<file path="config.mk">
export PLATFORM = sky130hd
export DESIGN_NAME = div_arbiter
export DESIGN_NICKNAME = d
export VERILOG_FILES = /design/src/rtl/calc_pkg.sv /design/src/rtl/div_arbiter_rr_pick.sv /design/src/rtl/div_arbiter.sv
export SDC_FILE = /design/constraint.sdc
export NUM_CORES = 1
export LEC_CHECK = 0
export CAP_MARGIN = 10
export CORE_UTILIZATION = 35
export DETAILED_ROUTE_END_ITERATION = 16
export GPL_TIMING_DRIVEN = 0
export PLACE_DENSITY = 0.83
export SYNTH_ARGS = -nofsm -noshare
export SYNTH_HDL_FRONTEND = slang
export SYNTH_SLANG_ARGS = --single-unit
export TNS_END_PERCENT = 50
</file>
<file path="constraint.sdc">
create_clock -name clk -period 1.6 [get_ports clk]
set_clock_uncertainty 0.2 [all_clocks]
set_input_delay 0.24 -clock clk [delete_from_list [all_inputs] [get_ports clk]]
set_output_delay 0.24 -clock clk [all_outputs]
set_load 0.05 [all_outputs]
</file>
<file path="src/rtl/calc_pkg.sv">
// Shared definitions for the calculator's divider arbitration logic.
//   - state_t   : arbiter FSM state encoding
//   - DEF_WIDTH : default operand/result width of the shared divider
package calc_pkg;

    typedef enum logic [1:0] {
        IDLE  = 2'd0,
        ISSUE = 2'd1,
        WAIT  = 2'd2,
        RESP  = 2'd3
    } state_t;

    localparam int DEF_WIDTH = 10;

endpackage

</file>
<file path="src/rtl/div_arbiter_rr_pick.sv">
// rr_pick: combinational round-robin selector.
// Ports:
//   req    in  N_REQ  request levels
//   ptr    in  PTR_W  highest-priority requester index
//   winner out N_REQ  one-hot first set req bit searching upward from ptr (wrapping)
//   any    out 1      at least one req bit is set
module rr_pick #(
    parameter int N_REQ = 2,
    parameter int PTR_W = 1
) (
    input  logic [N_REQ-1:0] req,
    input  logic [PTR_W-1:0] ptr,
    output logic [N_REQ-1:0] winner,
    output logic             any
);

    always_comb begin
        winner = '0;
        any    = |req;
        // Walk offsets from farthest to nearest so the nearest hit is the one kept.
        for (int k = N_REQ - 1; k >= 0; k--) begin
            if (req[(int'(ptr) + k) % N_REQ]) begin
                winner = '0;
                winner[(int'(ptr) + k) % N_REQ] = 1'b1;
            end
        end
    end

endmodule

</file>
<file path="src/rtl/div_arbiter.sv">
// div_arbiter: shares one integer divider between N_REQ requesters.
// Round-robin arbitration in IDLE, operands latched for the divider, one start
// pulse, wait for done, then a one-cycle rsp_valid to the granted requester.
// All outputs are registered.
//
// Optional feature macro: DIV_ARB_ZERO_BYPASS_EN
//   defined   : a zero denominator skips the divider and answers
//               quotient=all ones, remainder=numerator, rsp_div_zero=1.
//   undefined : zero denominators go to the divider; rsp_div_zero stays 0.
//
// Ports:
//   clk, reset (async, active low)
//   req / req_numerator / req_denominator   requester side (flattened, i*WIDTH +: WIDTH)
//   grant / rsp_valid / rsp_quotient / rsp_remainder / rsp_div_zero / busy
//   div_start / div_numerator / div_denominator   to the divider
//   div_quotient / div_remainder / div_done       from the divider
//
// state | meaning
// IDLE  | no owner; pick a requester and latch its operands
// ISSUE | start pulse to the divider; advance round-robin pointer
// WAIT  | wait for div_done (first cycle ignores done)
// RESP  | one-cycle rsp_valid to the owner
module div_arbiter
    import calc_pkg::*;
#(
    parameter int WIDTH = DEF_WIDTH,
    parameter int N_REQ = 2
) (
    input  logic                   clk,
    input  logic                   reset,
    input  logic [N_REQ-1:0]       req,
    input  logic [N_REQ*WIDTH-1:0] req_numerator,
    input  logic [N_REQ*WIDTH-1:0] req_denominator,
    output logic [N_REQ-1:0]       grant,
    output logic [N_REQ-1:0]       rsp_valid,
    output logic [WIDTH-1:0]       rsp_quotient,
    output logic [WIDTH-1:0]       rsp_remainder,
    output logic                   rsp_div_zero,
    output logic                   busy,
    output logic                   div_start,
    output logic [WIDTH-1:0]       div_numerator,
    output logic [WIDTH-1:0]       div_denominator,
    input  logic [WIDTH-1:0]       div_quotient,
    input  logic [WIDTH-1:0]       div_remainder,
    input  logic                   div_done
);

    localparam int PTR_W = (N_REQ > 1) ? $clog2(N_REQ) : 1;

`ifdef DIV_ARB_ZERO_BYPASS_EN
    localparam bit ZERO_BYPASS = 1'b1;
`else
    localparam bit ZERO_BYPASS = 1'b0;
`endif

    state_t             state, next_state;
    logic [PTR_W-1:0]   ptr, ptr_nxt;
    logic [PTR_W-1:0]   win_idx, win_idx_nxt;
    logic               wait_first, wait_first_nxt;

    logic [N_REQ-1:0]   pick_onehot;
    logic               pick_any;
    logic [PTR_W-1:0]   pick_idx;
    logic [WIDTH-1:0]   sel_num, sel_den;
    logic               bypass_now;

    logic [N_REQ-1:0]   grant_nxt, rsp_valid_nxt;
    logic [WIDTH-1:0]   rsp_q_nxt, rsp_r_nxt, num_nxt, den_nxt;
    logic               rsp_dz_nxt, busy_nxt, div_start_nxt;

    rr_pick #(
        .N_REQ (N_REQ),
        .PTR_W (PTR_W)
    ) u_rr_pick (
        .req    (req),
        .ptr    (ptr),
        .winner (pick_onehot),
        .any    (pick_any)
    );

    always_comb begin
        pick_idx = '0;
        sel_num  = '0;
        sel_den  = '0;
        for (int i = 0; i < N_REQ; i++) begin
            if (pick_onehot[i]) begin
                pick_idx = PTR_W'(i);
                sel_num  = req_numerator[i*WIDTH +: WIDTH];
                sel_den  = req_denominator[i*WIDTH +: WIDTH];
            end
        end
    end

    // Bypass decision uses the latched denominator, so later operand changes cannot affect it.
    assign bypass_now = ZERO_BYPASS && (div_denominator == '0);

    always_ff @(posedge clk or negedge reset) begin
        if (!reset) begin
            state           <= IDLE;
            ptr             <= '0;
            win_idx         <= '0;
            wait_first      <= 1'b0;
            grant           <= '0;
            rsp_valid       <= '0;
            rsp_quotient    <= '0;
            rsp_remainder   <= '0;
            rsp_div_zero    <= 1'b0;
            busy            <= 1'b0;
            div_start       <= 1'b0;
            div_numerator   <= '0;
            div_denominator <= '0;
        end else begin
            state           <= next_state;
            ptr             <= ptr_nxt;
            win_idx         <= win_idx_nxt;
            wait_first      <= wait_first_nxt;
            grant           <= grant_nxt;
            rsp_valid       <= rsp_valid_nxt;
            rsp_quotient    <= rsp_q_nxt;
            rsp_remainder   <= rsp_r_nxt;
            rsp_div_zero    <= rsp_dz_nxt;
            busy            <= busy_nxt;
            div_start       <= div_start_nxt;
            div_numerator   <= num_nxt;
            div_denominator <= den_nxt;
        end
    end

    always_comb begin
        next_state = state;
        case (state)
            IDLE:    if (pick_any) next_state = ISSUE;
            ISSUE:   next_state = bypass_now ? RESP : WAIT;
            WAIT:    if (!wait_first && div_done) next_state = RESP;
            RESP:    next_state = IDLE;
            default: next_state = IDLE;
        endcase
    end

    always_comb begin
        ptr_nxt        = ptr;
        win_idx_nxt    = win_idx;
        wait_first_nxt = 1'b0;
        grant_nxt      = grant;
        rsp_valid_nxt  = '0;
        rsp_q_nxt      = rsp_quotient;
        rsp_r_nxt      = rsp_remainder;
        rsp_dz_nxt     = 1'b0;
        busy_nxt       = (next_state != IDLE);
        div_start_nxt  = 1'b0;
        num_nxt        = div_numerator;
        den_nxt        = div_denominator;
        case (state)
            IDLE: begin
                if (pick_any) begin
                    grant_nxt     = pick_onehot;
                    win_idx_nxt   = pick_idx;
                    num_nxt       = sel_num;
                    den_nxt       = sel_den;
                    // Start is registered on entry to ISSUE, so the bypass test looks at the selected operand.
                    div_start_nxt = !(ZERO_BYPASS && (sel_den == '0));
                end
            end
            ISSUE: begin
                ptr_nxt = (win_idx == PTR_W'(N_REQ - 1)) ? '0 : win_idx + 1'b1;
                if (bypass_now) begin
                    rsp_valid_nxt = grant;
                    rsp_q_nxt     = '1;
                    rsp_r_nxt     = div_numerator;
                    rsp_dz_nxt    = 1'b1;
                end else begin
                    wait_first_nxt = 1'b1;
                end
            end
            WAIT: begin
                // A done level left over from the previous operation is masked by wait_first.
                if (!wait_first && div_done) begin
                    rsp_valid_nxt = grant;
                    rsp_q_nxt     = div_quotient;
                    rsp_r_nxt     = div_remainder;
                end
            end
            RESP: begin
                grant_nxt = '0;
            end
            default: ;
        endcase
    end

endmodule

</file>
==> metrics.txt <==
CP Data Arrival Time=1.65 ns; yosys warns=0; RSZ-0062 raised after global routing=yes; VDD IR max=968.5 uV; Syn Inst Count=155; Critical R2R Capture=div_denominator[3]; CTS tree=built; clock root cell=clkbuf_8; WL final=5710 microns; Reg clk slew, reported paths=0.09 ns; slowest CP cell=dfrtp_1; drt pass-1 iters=4; Worst path top cell family by delay=flip-flops; DRC=0; Final nets=360; TritonCTS Buffers=5; largest fanout on the critical path=6; Avg Cell Area, Syn=13.74 sq um; worst rel slew slack=62.63%; syn nets=225; Tot Pwr=8.336 mW; fin area=3721 sq um; area delta synth->final=74.74%; synth top area cells=dfrtp_1 (60%), mux2_1 (11%), a221o_1 (9.4%); R2R depth=6; Diodes inserted=0; final worst path period share=104.2%; share of post-route cells with drive strength above 1=43.10%; Max Cap Viol=0; worst min-delay path category=input pin to async pin; initial antenna violation count=0; 1st-iter DRT viols=53; fmax=0.5999 GHz; Post-synth EDFFs=0; DP HPWL=3931 microns; Synth area leader=dfrtp_1; Synth Flop Type=dfrtp_1; post-layout min period=1.667 ns; Leak=1.733 nW; synthesis-stage register bit count=51; PortBufs=110; Setup CP Type=register to register; ys async rst share=100.0%; slowest stage delay, CP=0.40 ns; worst-case clock buffer depth=2; placed inst area=3377 sq um; final hold viol count=0; reg-to-reg startpoint=state[0]; clock sink count=51; post-route setup slack=-0.06682 ns; crit end category=register; CP bufs+invs=2; largest net degree at the start of global routing=30; status=complete, but fails checks; Power Dens Cells=2240 nW/um^2; Die ar.=6400 sq um; sequential-to-total area share from yosys stat=59.93%; synthesized area=2130 sq um; critical path depth=6; Avg WL per Cell=15.64 microns; Setup violations, final=40; share of the synthesized area in the top cell type=59.93%; die width=80 microns; Final TNS setup=-1.861 ns; Worst setup startpoint=state[0]; vias per inst=4.800; Slew @ Worst Pin=0.5605 ns; number of routed nets with antenna violations=0; Congestion Overflow GR=0; Starting Density=36.18%; first-pass GRT wire length=8852 microns; required time of the critical path=1.58 ns; most common cell after layout, fill and taps aside=clkdlybuf4s50_1; Fillers=471; commonest non-fill, non-tap cells in the layout=clkdlybuf4s50_1 (63), dfrtp_1 (51), clkdlybuf4s15_2 (30); I/O pin count=112; die height=80 microns; reg2reg setup slack=-0.07 ns; GP Congestion=0.7849; num rows=28; CP endpoint=div_denominator[3]; gr usage total=18.20%; Max Slew Vio Count=0; synth unique cells=26; core footprint=5886 sq um; Critical Path Source Type=register; failing checks=negative setup slack; vias=1752; Critical Path, Cell by Cell=inv_2, ha_4, o21ai_4, buf_6, and2_4, a221o_1; clk_lat worst skew=0.30 ns; # H-tree levels=2; vias in the first global route=1815
[cell usage after synthesis (2+ instances only)]
master and n:
nand2_1 2, a221o_1 20, o22ai_1 2, buf_2 4
and2_2 2, inv_1 6, nor2_1 7, ha_1 5
buf_6 4, mux2_1 20, and2_0 18, dfrtp_1 51
[flip-flops by register name, indices dropped and copies added (netlist names)]
register / flops
busy: 1
div_denominator: 10
div_numerator: 10
div_start: 1
grant: 2
ptr: 1
rsp_quotient: 10
rsp_remainder: 10
rsp_valid: 2
state: 2
wait_first: 1
win_idx: 1
[per-layer routing]
| layer | part of all wire [%] | GRT usage, % |
|---|---|---|
| met5 | 0 | 0 |
| met4 | 0.65 | 4.286 |
| met3 | 4.6 | 4.000 |
| met2 | 53 | 31.37 |
| met1 | 42 | 23.15 |
[worst min path at each step]
stage / startpoint / end / slack, ns / cells past startpoint
2_1_floorplan: reset / busy / -0.26 / 0
3_3_place_gp: win_idx / ptr / 0.23 / 1
6_report: reset / div_denominator[7] / 0.26 / 2
4_1_cts: win_idx / ptr / 0.25 / 1
3_5_place_dp: reset / div_numerator[1] / 0.07 / 1
5_1_grt: win_idx / ptr / 0.29 / 1
[cell type report]
cell class              count  area (sq um)  area share [%]
well taps                  75         93.84           2.522
flip-flops and latches     51          1276           34.30
repair buffers            128          1231           33.09
inverters                   6         22.52          0.6052
multi-input cells          89         908.4           24.41
clock inverters             1         5.005          0.1345
plain buffers               9         101.3           2.724
clock buffers               6         82.58           2.219
[metrics by stage]
| stage | setup slack, ns | hold slack, ns | instances | util (%) |
|---|---|---|---|---|
| floorplan | -0.03862 | -0.2556 | 155 | - |
| global placement | -1.401 | 0.2344 | 340 | 57.12 |
| detailed placement | -0.3003 | 0.06897 | 341 | 57.38 |
| CTS | -0.09346 | 0.2468 | 359 | 62.84 |
| global route | -0.1410 | 0.2864 | 365 | 63.22 |
| finish | -0.06682 | 0.2565 | 365 | 63.22 |
[power by group]
part	switching (mW)	total [mW]	leakage, nW	internal [mW]
clock network	0.409	0.749	0.0470	0.340
registers	0.329	2.23	0.622	1.91
logic	3.08	5.35	1.06	2.27
total	3.82	8.34	1.73	4.52
[kinds of logic after synthesis]
logic type | after synthesis | synth area share (%)
AOI/OAI and AO/OA | 28 | 12.34
adders and majority gates | 5 | 2.938
buffers and inverters | 15 | 4.465
DFF | 51 | 59.93
muxes | 20 | 10.58
other | 1 | 0.1761
and+or+nand+nor | 35 | 9.578
[what timing repair did]
item	CTS	global route
resized for setup	158	38
hold endpoints to repair	22	0
buffers inserted	6	6
hold buffers	1	0
gates cloned	4	0
pin swaps	17	5
endpoints found under the setup margin	88	59
Note: power is estimated with default switching activity, not from simulation.
